===== src/rtl/viterbi_pkg.sv =====
// Shared definitions for the Viterbi front end: symbol widths and scheduler state encoding.
package viterbi_pkg;

   localparam int unsigned PAIRS_PER_WORD = 8;
   localparam int unsigned WORD_W         = 16;
   localparam int unsigned SYM_W          = 2;
   localparam int unsigned IDX_W          = $clog2(PAIRS_PER_WORD);

   typedef enum logic [1:0] {
      StIdle   = 2'd0,
      StIssue  = 2'd1,
      StTbReq  = 2'd2,
      StTbWait = 2'd3
   } state_t;

endpackage


===== src/rtl/symbol_scheduler_pair_mux.sv =====
// Selects one 2-bit pair out of the held received word; pair 0 sits in the lowest bits.
module pair_mux
   import viterbi_pkg::*;
(
   input  logic [WORD_W-1:0] word,
   input  logic [IDX_W-1:0]  pair_idx,
   output logic [SYM_W-1:0]  sym_pair
);

   always_comb begin
      sym_pair = '0;
      for (int unsigned k = 0; k < PAIRS_PER_WORD; k++) begin
         if (pair_idx == IDX_W'(k)) begin
            sym_pair = word[k*SYM_W +: SYM_W];
         end
      end
   end

endmodule


===== src/rtl/symbol_scheduler.sv =====
// Splits received words into bit pairs for the branch-metric unit, frames them and
// requests a traceback at the end of every frame.
module symbol_scheduler
   import viterbi_pkg::*;
#(
   parameter int unsigned FRAME_SYMS = 64
) (
   input  logic              clk,
   input  logic              rst,
   input  logic [WORD_W-1:0] in_data,
   input  logic              in_valid,
   output logic              in_ready,
   output logic [SYM_W-1:0]  sym_pair,
   output logic              sym_valid,
   input  logic              sym_ready,
   output logic              sym_first,
   output logic              sym_last,
   output logic              tb_start,
   input  logic              tb_done,
   output logic              busy,
   output logic [15:0]       frame_cnt
);

   localparam int unsigned      CNT_W     = $clog2(FRAME_SYMS);
   localparam logic [CNT_W-1:0] LAST_SYM  = CNT_W'(FRAME_SYMS - 1);
   localparam logic [IDX_W-1:0] LAST_PAIR = IDX_W'(PAIRS_PER_WORD - 1);

   state_t             state_q, state_d;
   logic [WORD_W-1:0]  word_q, word_d;
   logic [IDX_W-1:0]   pair_idx_q, pair_idx_d;
   logic [CNT_W-1:0]   sym_cnt_q, sym_cnt_d;
   logic [15:0]        frame_cnt_q, frame_cnt_d;
   logic [SYM_W-1:0]   mux_pair;
   logic               at_last;

   pair_mux u_pair_mux (
      .word     (word_q),
      .pair_idx (pair_idx_q),
      .sym_pair (mux_pair)
   );

   assign at_last   = (sym_cnt_q == LAST_SYM);
   assign sym_pair  = sym_valid ? mux_pair : '0;
   assign sym_first = sym_valid & (sym_cnt_q == '0);
   assign sym_last  = sym_valid & at_last;
   assign busy      = (state_q != StIdle);
   assign frame_cnt = frame_cnt_q;

   always_comb begin
      state_d     = state_q;
      word_d      = word_q;
      pair_idx_d  = pair_idx_q;
      sym_cnt_d   = sym_cnt_q;
      frame_cnt_d = frame_cnt_q;
      in_ready    = 1'b0;
      sym_valid   = 1'b0;
      tb_start    = 1'b0;

      unique case (state_q)
         StIdle: begin
            in_ready = rst;
            if (in_valid && rst) begin
               word_d     = in_data;
               pair_idx_d = '0;
               state_d    = StIssue;
            end
         end
         StIssue: begin
            sym_valid = 1'b1;
            // Accept the next word in the same cycle the last pair leaves: no bubble.
            in_ready  = rst & (pair_idx_q == LAST_PAIR) & sym_ready & ~at_last;
            if (sym_ready) begin
               pair_idx_d = pair_idx_q + 1'b1;
               if (at_last) begin
                  sym_cnt_d  = '0;
                  pair_idx_d = '0;
                  state_d    = StTbReq;
               end else begin
                  sym_cnt_d = sym_cnt_q + 1'b1;
                  if (pair_idx_q == LAST_PAIR) begin
                     if (in_valid) begin
                        word_d = in_data;
                     end else begin
                        state_d = StIdle;
                     end
                  end
               end
            end
         end
         StTbReq: begin
            tb_start = 1'b1;
            state_d  = StTbWait;
         end
         StTbWait: begin
            if (tb_done) begin
               frame_cnt_d = frame_cnt_q + 16'd1;
               state_d     = StIdle;
            end
         end
         default: state_d = StIdle;
      endcase
   end

   always_ff @(posedge clk) begin
      if (!rst) begin
         state_q     <= StIdle;
         word_q      <= '0;
         pair_idx_q  <= '0;
         sym_cnt_q   <= '0;
         frame_cnt_q <= '0;
      end else begin
         state_q     <= state_d;
         word_q      <= word_d;
         pair_idx_q  <= pair_idx_d;
         sym_cnt_q   <= sym_cnt_d;
         frame_cnt_q <= frame_cnt_d;
      end
   end

endmodule


===== config.mk =====
export PLATFORM = sky130hd
export DESIGN_NAME = symbol_scheduler
export DESIGN_NICKNAME = d
export VERILOG_FILES = /design/src/rtl/viterbi_pkg.sv /design/src/rtl/symbol_scheduler_pair_mux.sv /design/src/rtl/symbol_scheduler.sv
export SDC_FILE = /design/constraint.sdc
export NUM_CORES = 1
export LEC_CHECK = 0
export ABC_CLOCK_PERIOD_IN_PS = 3500
export CELL_PAD_IN_SITES_DETAIL_PLACEMENT = 1
export CELL_PAD_IN_SITES_GLOBAL_PLACEMENT = 1
export CORE_MARGIN = 3
export CORE_UTILIZATION = 49
export DETAILED_ROUTE_END_ITERATION = 8
export DONT_BUFFER_PORTS = 1
export PLACE_DENSITY = 0.8
export REMOVE_ABC_BUFFERS = 1
export SYNTH_ARGS = -nofsm -noshare
export SYNTH_HDL_FRONTEND = slang
export SYNTH_SLANG_ARGS = --single-unit

===== constraint.sdc =====
create_clock -name clk -period 3.5 [get_ports clk]
set_input_delay 1.05 -clock clk [delete_from_list [all_inputs] [get_ports clk]]
set_output_delay 1.05 -clock clk [all_outputs]
set_load 0.01 [all_outputs]

==> out/qor.yml <==
status: "complete, no violations"
die-area_sq_um: 5360
power_mw: 0.889
crit_required_ps: 2450
fin_skew_ps: 8.46
drive_above_1_share_pct: 6.79
dieHeight_microns: 73.2
tightest_slew_ps: 427
grtUsageMet3_pct: 7.16
place_area_sq_um: 2220
power.clock.fraction_pct: 35.0
tns_ps: 0
clk_path_buf_depth: 2
vias: 1779
met2_usage_pct: 30.9
num_antenna_cells: 0
rsz0062_at_grt: "no"
clk_pin_slew_ps: 80
arrival_ps: 1730
cts-root-buf: "clkbuf_8"
num_io_pins: 45
slowest_delay_ps: 330
synthArstFlopShare_pct: 0
relSlewSlack_pct: 71.4
grt_max_degree: 45
yosys_warnings: 0
clkSinkCount: 43
initial_core_util_pct: 53.1
gp_congestion: 0.771
cts_setup_buffers: 0
routed_wl_mm: 4.76
fmax_mhz: 359
grt_pass1_vias: 1726
synth_edf_count: 0
cp-end-kind: "primary output"
synth_top_area_share_pct: 38.9
drtIter0Drc: 55
grt-busiest-layer: "met2"
worst_hold_slack_ps: 461
fin_area_sq_um: 2310
critPathKind: "reg -> out"
path_delay_family: "compound AO/OA/AOI/OAI gates"
path_max_fanout: 8
final_util_pct: 55.4
min_period_over_period_pct: 79.5
grtUsageTotal_pct: 19.1
met1_usage_pct: 23.6
core-area_sq_um: 4170
finalHoldViolCount: 0
dp_slack_ps: 922
setup_ws_ps: 717
comb_power_share_pct: 7.2
layoutNonFillerInstCount: 315
synthTopCellsByArea: "dfxtp_1, nand2_1, mux2i_1"
remaining_drc_errors: 0
yosysUniqueCellTypes: 41
antenna_found_initial: 0
crit_chain: "inv_1, ha_1, o21ai_0, a2bb2oi_1, a31oi_1, o22ai_1"
synth_common_cells: "nand2_1, dfxtp_1, nor2_1"
start_kind: "flop"
die_x_microns: 73.2
slew_violations: 0
hold_buffers: 0
syn_to_final_growth_pct: 4.29
setup_viol: 0
critPathBufInv: 1
post-place-cells: 307
p_leak_nw: 0.860
ant_nets: 0
ir_drop_mv: 0.266
hp-class: "reg -> reg"
maxCapViolCount: 0
switching_share_pct: 24.5
avgSynthCellArea_sq_um: 8.23
p_seq_share_pct: 57.8
grt_pass1_wl_mm: 7.96
rows: 23
nNetsFinal: 294
insertion_delay_ps: 290
gr-total-overflow: 0
numCtsBuffers: 5
power_switching_mw: 0.218
internal_power_mw: 0.670
synth_area_leader_cell: "dfxtp_1"
portBuffers: 0
via_per_inst: 5.65
ctsResizeCount: 0
critical_path.slowest_cell: "dfxtp_1"
cts_tree: "built"
yosysMostFrequentCell: "nand2_1"
fin_crit_ps: 2780
wl_per_cell_microns: 15.1
synth_seq_cells: 43
synthesis.area_sq_um: 2210
htreeDepth: 2
power.density_nw_per_um2: 385
drt_first_pass_iters: 4
synth_ff_type: "dfxtp_1"
hpwlAfterDp_mm: 3.49
syn_inst: 269
yosysSeqAreaShare_pct: 38.9
[routing by layer]
layer / wire (microns) / share of wire (%)
met3: 240 / 5.0
met4: 50 / 1.0
met2: 2210 / 46
met5: 0 / 0
met1: 2260 / 48
[registers in the layout, summed over array words and instances, names as in the netlist, named ones only]
name and count:
frame_cnt 16, word_q 16, pair_idx_q 3, state_q 1, sym_cnt_q 6
[placed cells by master (no fill, tap or decap), types with 3 or more instances in the layout]
cell and count:
a21oi_1 11, and3_1 4, clkbuf_8 5, dfxtp_1 43, ha_1 9, inv_1 7, mux2i_1 18, nand2_1 55
nand2b_1 5, nand3_1 9, nand3b_1 3, nand4_1 10, nor2_1 24, nor2b_1 3, nor3_1 3, o21ai_0 8
o22ai_1 3, or3_1 3, xnor2_1 7, xor2_1 8
[cell type report]
type / count / area (sq um)
clock buffers: 6 / 72.6
inverters: 8 / 30.0
fillers: 523 / 1860
well taps: 50 / 62.6
repair buffers: 2 / 15.0
multi-input cells: 204 / 1260
clock inverters: 2 / 12.5
flip-flops and latches: 43 / 861
[worst paths after layout]
check	start	end	slack (ps)	cells after the start
worst max register to register	state_q[0]$_SDFFE_PN0P_	frame_cnt[15]$_SDFFE_PN0P_	1560	4
worst min-delay path	word_q[4]$_SDFFE_PN0P_	word_q[4]$_SDFFE_PN0P_	460	2
worst min register to register	word_q[4]$_SDFFE_PN0P_	word_q[4]$_SDFFE_PN0P_	460	2
worst max-delay path	pair_idx_q[1]$_SDFFE_PN0P_	sym_pair[0]	720	6
[worst register-to-register path, delay by kind of cell, from the launching register on]
family           cells  cell delay (ps)
flip-flops           1              580
AO/OA/AOI/OAI        1              160
AND/OR/NAND/NOR      3             1140
[power by group through the flow]
| stage | Sequential (mW) | Clock [mW] | Combinational (mW) |
|---|---|---|---|
| after detailed placement | 0.525 | 0 | 0.0659 |
| after CTS | 0.514 | 0.324 | 0.0660 |
| after floorplan | 0.522 | 0 | 0.0520 |
| after global routing | 0.516 | 0.351 | 0.0733 |
| final | 0.514 | 0.311 | 0.0642 |
| after global placement | 0.525 | 0 | 0.0637 |
[kinds of logic (layout without fill, tap and decap cells)]
group	count (synthesis)	in the layout	synth area share, %
XOR/XNOR	15	15	5.93
adder cells (fa/ha/maj)	9	9	5.08
multiplexers	18	18	8.14
flip-flops	43	43	38.9
AO/OA/AOI/OAI	34	34	9.38
buffers and inverters	22	18	4.58
AND/OR/NAND/NOR	128	128	28.0
No activity file was read; power rests on OpenSTA's default activity.
